`config.mk`:
```
export PLATFORM = sky130hd
export DESIGN_NAME = alu_exec_ctrl
export DESIGN_NICKNAME = d
export VERILOG_FILES = /design/src/rtl/alu_exec_ctrl_pkg.sv /design/src/rtl/alu_exec_ctrl.sv
export SDC_FILE = /design/constraint.sdc
export NUM_CORES = 1
export LEC_CHECK = 0
export BUFFER_PORTS_ARGS = -buffer_cell sky130_fd_sc_hd__buf_2
export CAP_MARGIN = 25
export CELL_PAD_IN_SITES_DETAIL_PLACEMENT = 1
export CELL_PAD_IN_SITES_GLOBAL_PLACEMENT = 1
export CORE_MARGIN = 8
export CORE_UTILIZATION = 25
export CTS_CLUSTER_SIZE = 20
export DETAILED_ROUTE_END_ITERATION = 10
export PLACE_DENSITY_LB_ADDON = 0.15
export REMOVE_ABC_BUFFERS = 1
export SYNTH_ARGS = -nofsm -noshare
export SYNTH_HDL_FRONTEND = slang
export SYNTH_SLANG_ARGS = --single-unit
export TNS_END_PERCENT = 10
```
`constraint.sdc`:
```
create_clock -name clk -period 3.6 [get_ports clk]
set_input_delay 0.18 -clock clk [delete_from_list [all_inputs] [get_ports clk]]
set_output_delay 0.18 -clock clk [all_outputs]
set_load 0.01 [all_outputs]
```
`src/rtl/alu_exec_ctrl_pkg.sv`:
```
// Shared definitions for the ALU execute-stage sequencer: opsel codes, flag bit
// positions, FSM state encoding and the EXEC watchdog limit.
package alu_exec_ctrl_pkg;

  localparam int unsigned OPSEL_W     = 5;
  localparam int unsigned TIMEOUT_CYC = 15;

  localparam logic [OPSEL_W-1:0] OP_NOP = 5'd0;
  localparam logic [OPSEL_W-1:0] OP_ADD = 5'd1;
  localparam logic [OPSEL_W-1:0] OP_SUB = 5'd2;
  localparam logic [OPSEL_W-1:0] OP_AND = 5'd3;
  localparam logic [OPSEL_W-1:0] OP_OR  = 5'd4;
  localparam logic [OPSEL_W-1:0] OP_XOR = 5'd5;

  localparam int unsigned FLAG_ZF = 3;
  localparam int unsigned FLAG_NF = 2;
  localparam int unsigned FLAG_CF = 1;
  localparam int unsigned FLAG_OF = 0;

  typedef enum logic [2:0] {
    ST_IDLE = 3'd0,
    ST_RD_A = 3'd1,
    ST_RD_B = 3'd2,
    ST_EXEC = 3'd3,
    ST_WB   = 3'd4
  } state_e;

endpackage

```
`src/rtl/alu_exec_ctrl.sv`:
```
// Execute-stage sequencer: fetch A/B, drive the ALU, write back and commit flags.
// Optional EXEC watchdog enabled by defining ALU_EXEC_TIMEOUT_EN.
module alu_exec_ctrl
  import alu_exec_ctrl_pkg::*;
#(
  parameter int unsigned DATA_W = 16,
  parameter int unsigned REG_AW = 3,
  parameter int unsigned FLAG_W = 4
) (
  input  logic              clk,
  input  logic              rst,
  input  logic              start,
  input  logic [4:0]        op,
  input  logic [REG_AW-1:0] ra,
  input  logic [REG_AW-1:0] rb,
  input  logic [REG_AW-1:0] rd,
  input  logic              use_imm,
  input  logic [DATA_W-1:0] imm,
  input  logic              no_wb,
  output logic              busy,
  output logic              done,
  output logic              err,
  output logic [REG_AW-1:0] rf_raddr,
  input  logic [DATA_W-1:0] rf_rdata,
  output logic              rf_we,
  output logic [REG_AW-1:0] rf_waddr,
  output logic [DATA_W-1:0] rf_wdata,
  output logic [DATA_W-1:0] alu_srcA,
  output logic [DATA_W-1:0] alu_srcB,
  output logic [4:0]        alu_opsel,
  input  logic              alu_ready,
  input  logic [DATA_W-1:0] alu_res,
  input  logic [FLAG_W-1:0] alu_flag_next,
  output logic [FLAG_W-1:0] flags
);

  state_e              state_q, state_d;
  logic [4:0]          opsel_q, opsel_d;
  logic [REG_AW-1:0]   ra_q, ra_d, rb_q, rb_d, rd_q, rd_d;
  logic                use_imm_q, use_imm_d, no_wb_q, no_wb_d;
  logic [DATA_W-1:0]   imm_q, imm_d;
  logic [DATA_W-1:0]   src_a_q, src_a_d, src_b_q, src_b_d;
  logic [DATA_W-1:0]   wdata_q, wdata_d;
  logic [FLAG_W-1:0]   pend_q, pend_d, flags_q, flags_d;
  logic                timeout_c;

`ifdef ALU_EXEC_TIMEOUT_EN
  localparam int unsigned CNT_W = $clog2(TIMEOUT_CYC + 1);
  logic [CNT_W-1:0] wd_cnt_q, wd_cnt_d;

  // Counts EXEC cycles; fires on the last allowed cycle if the ALU is still not ready.
  assign wd_cnt_d  = (state_q == ST_EXEC) ? wd_cnt_q + CNT_W'(1) : '0;
  assign timeout_c = (state_q == ST_EXEC) && !alu_ready &&
                     (wd_cnt_q == CNT_W'(TIMEOUT_CYC - 1));

  always_ff @(posedge clk) begin
    if (rst) wd_cnt_q <= '0;
    else     wd_cnt_q <= wd_cnt_d;
  end
`else
  assign timeout_c = 1'b0;
`endif

  always_comb begin
    state_d   = state_q;
    opsel_d   = opsel_q;
    ra_d      = ra_q;
    rb_d      = rb_q;
    rd_d      = rd_q;
    use_imm_d = use_imm_q;
    no_wb_d   = no_wb_q;
    imm_d     = imm_q;
    src_a_d   = src_a_q;
    src_b_d   = src_b_q;
    wdata_d   = wdata_q;
    pend_d    = pend_q;
    flags_d   = flags_q;
    rf_raddr  = '0;
    unique case (state_q)
      ST_IDLE: begin
        if (start) begin
          opsel_d   = op;
          ra_d      = ra;
          rb_d      = rb;
          rd_d      = rd;
          use_imm_d = use_imm;
          no_wb_d   = no_wb;
          imm_d     = imm;
          state_d   = ST_RD_A;
        end
      end
      ST_RD_A: begin
        rf_raddr = ra_q;
        src_a_d  = rf_rdata;
        state_d  = ST_RD_B;
      end
      // Visited even for immediates so the issue-to-done latency never varies.
      ST_RD_B: begin
        rf_raddr = rb_q;
        src_b_d  = use_imm_q ? imm_q : rf_rdata;
        state_d  = ST_EXEC;
      end
      ST_EXEC: begin
        if (alu_ready) begin
          wdata_d = alu_res;
          pend_d  = alu_flag_next;
          state_d = ST_WB;
        end else if (timeout_c) begin
          state_d = ST_IDLE;
        end
      end
      ST_WB: begin
        flags_d = pend_q;
        state_d = ST_IDLE;
      end
      default: state_d = ST_IDLE;
    endcase
  end

  always_ff @(posedge clk) begin
    if (rst) begin
      state_q   <= ST_IDLE;
      opsel_q   <= '0;
      ra_q      <= '0;
      rb_q      <= '0;
      rd_q      <= '0;
      use_imm_q <= 1'b0;
      no_wb_q   <= 1'b0;
      imm_q     <= '0;
      src_a_q   <= '0;
      src_b_q   <= '0;
      wdata_q   <= '0;
      pend_q    <= '0;
      flags_q   <= '0;
    end else begin
      state_q   <= state_d;
      opsel_q   <= opsel_d;
      ra_q      <= ra_d;
      rb_q      <= rb_d;
      rd_q      <= rd_d;
      use_imm_q <= use_imm_d;
      no_wb_q   <= no_wb_d;
      imm_q     <= imm_d;
      src_a_q   <= src_a_d;
      src_b_q   <= src_b_d;
      wdata_q   <= wdata_d;
      pend_q    <= pend_d;
      flags_q   <= flags_d;
    end
  end

  assign busy      = (state_q != ST_IDLE);
  assign done      = (state_q == ST_WB);
  assign rf_we     = (state_q == ST_WB) && !no_wb_q;
  assign err       = timeout_c;
  assign rf_waddr  = rd_q;
  assign rf_wdata  = wdata_q;
  assign alu_srcA  = src_a_q;
  assign alu_srcB  = src_b_q;
  assign alu_opsel = opsel_q;
  assign flags     = flags_q;

endmodule

```
==> flow_summary.toml <==
[synthesis]
synthMuxAreaShare_pct = 5.829
ys.warnings.count = 0
yosys.area_share.adder_pct = 0
syn_inst = 411
synth_top_area_share_pct = 53.04
ys_seq_elements = 91
synth_xor_area_share_pct = 0
synth_area_um2 = 3435
synth.area.top_cells = "dfxtp_1 (53%), nand2_1 (15%), a21oi_1 (9.9%)"
synth_cell_type_count = 25
ys_seq_area_share_pct = 53.04
yosys.area.top_type = "dfxtp_1"
syn_avg_cell_area_um2 = 8.357
synth_compound_area_share_pct = 14.57
synth-simple-area-share_pct = 21.60
synth_top_family_by_area = "simple AND/OR/NAND/NOR gates"

[layout]
final_common_cell = "buf_2"
drive_gt1_share_pct = 29.85
syn_to_final_growth_pct = 31.62
antenna_cells = 0
final_nets = 605
fin_util_pct = 33.08
layout_common_cells = "buf_2 (137), nand2_1 (136), dfxtp_1 (91)"

[setup_path]
critPathLaunchType = "flop"
cp-end-kind = "primary output"
cp_data_arrival_time_ns = 1.81
critical_path_class = "flop to primary output"
cp_data_required_time_ns = 3.42
cpPeakStageDelay_ns = 0.68
path_max_fanout = 13
cp_slowest_cell = "dfxtp_1"
cp_cell_sequence = "nor3b_4 -> nor2b_1 -> buf_2"

[placement]
post-dp-hpwl_mm = 7.861
gp_congestion = 0.6553
port_buffers = 137
post-place-ws_ns = 1.538

[die]
core_region_area_um2 = 13670
dieWidth_um = 133.2
row_count = 43
io_pins = 139
start_util_pct = 25.13
die_h_um = 133.2
die-area_um2 = 17740

[route]
ant_nets = 0
post-route-drc-count = 0
drt_iter0_drc = 114
drt_wl_total_mm = 10.95
vias_per_cell = 4.365
drtPass1Iterations = 4
routedWlPerCell_um = 15.30
via_count = 3125

[power_and_ir_drop]
power_frac_seq_pct = 49.4
net-switching-power_uw = 607.4
swShare_pct = 26.78
p_int_uw = 1661
p_total_uw = 2268
comb_power_share_pct = 13.7
power_density_nw_per_um2 = 501.7
p_clk_share_pct = 37.0
ir_drop_uv = 174.9
p_leak_uw = 0.001912

[timing]
relSlewSlack_pct = 31.50
tns_ns = 0
worstMarginPinSlew_ns = 1.026
finalMaxSlewViolations = 0
finClkSkew_ns = 0.006509
setup_viol = 0
whs_ns = 0.07820
rsz0062_at_grt = "false"
layout_min_cycle_time_ns = 1.989
fmax_mhz = 502.8
period_share_pct = 55.25
fin_ws_ns = 1.611
finalHoldViolations = 0

[clock_network]
clk_pin_slew_worst_paths_ns = 0.06
clk_root_buffer_cell = "clkbuf_16"
ctsHoldBuffers = 0
htreeDepth = 3
cts_resized = 0
insertion_delay_ns = 0.34
clock_path_buffers = 2
cts.sinks = 91
postCtsSetupBuffers = 0
cts_buffers = 9
cts_tree = "yes"

[worst_hold_path]
worstHoldPathType = "input port to flop"

[status]
status = "complete, no violations"

[grt]
use_met3_pct = 3.803
grt_use_total_pct = 12.19
grt_pass1_vias = 3285
grt_start_max_net_pins = 54
met2_usage_pct = 19.73
grt_pass1_wl_mm = 17.24
overflow = 0
grt_antenna_before_repair = 0
grt.met1_usage_pct = 14.87
grt_busiest_layer = "met2"

[flow_run]
maxCapViolations = 0
==> synthesized netlist by cell type <==
cell      instances
a21oi_1          68
nand4b_1          1
nor3b_4           2
a31oi_1           1
o22ai_1           1
clkbuf_1         12
or3b_1            1
buf_4             5
nor3b_2           1
nand2_1         136
o21ai_0           1
or3_1             1
inv_1             1
nor2_1           26
conb_1            1
buf_2            16
a211oi_1         16
dfxtp_1          91
a22oi_1           3
mux2i_1          20
and4b_1           1
nor2b_1           3
or4b_1            1
nor4b_2           1
and2_1            1
==> worst paths after layout <==
path	slack [ns]	cells after the start	start	end
hold reg to reg	0.45	2	rf_wdata[3]	rf_wdata[3]
setup / recovery	1.61	3	state_q[2]	rf_we
hold / removal	0.08	3	alu_res[0]	rf_wdata[0]
setup reg to reg	1.62	4	state_q[2]	ra_q[2]
==> layout make-up <==
cell class	instances	area (µm²)
fillers	1686	9145
clock inverters	3	17.52
clock buffers	11	232.7
multi-input cells	286	1461
well taps	180	225.2
repair buffers	144	758.2
flip-flops and latches	91	1822
inverters	1	3.754
==> cells by family (layout without fill, tap and decap cells) <==
family | Yosys count | after routing
muxes | 20 | 20
other | 1 | 1
and+or+nand+nor | 175 | 175
DFF | 91 | 91
buffers and inverters | 34 | 159
AOI/OAI and AO/OA | 90 | 90
==> sequential cells by signal (all words and copies together) (netlist names) <==
register / count
alu_opsel: 5
alu_srcA: 16
alu_srcB: 16
flags: 4
imm_q: 16
no_wb_q: 1
pend_q: 4
ra_q: 3
rb_q: 3
rf_waddr: 3
rf_wdata: 16
state_q: 3
use_imm_q: 1
==> power groups by stage <==
stage,sequential [µW],combinational [µW],clock [µW]
after global placement,1140,306,0
after CTS,1120,318,871
after detailed placement,1140,316,0
after floorplan,1150,136,0
final,1120,310,838
after global routing,1130,350,915
==> metal layers <==
metal	vias to the layer above	routed length (µm)
met1	1432	5138
met3	10	610
met5	-	0
met4	0	138
met2	80	5067
li1	1603	-
==> per-stage QoR <==
step                      area (µm²)  instances
after CTS                       4501        715
after global routing            4521        716
after detailed placement        4250        701
after global placement          4235        700
after floorplan                 3272        378
final                           4521        716
==> critical path, delay by kind of cell, from the launching register on <==
family	cells	cell delay (ns)
flops	1	0.68
simple gates	2	0.65
buf+inv	1	0.15
Note: power is estimated with default switching activity, not from simulation.
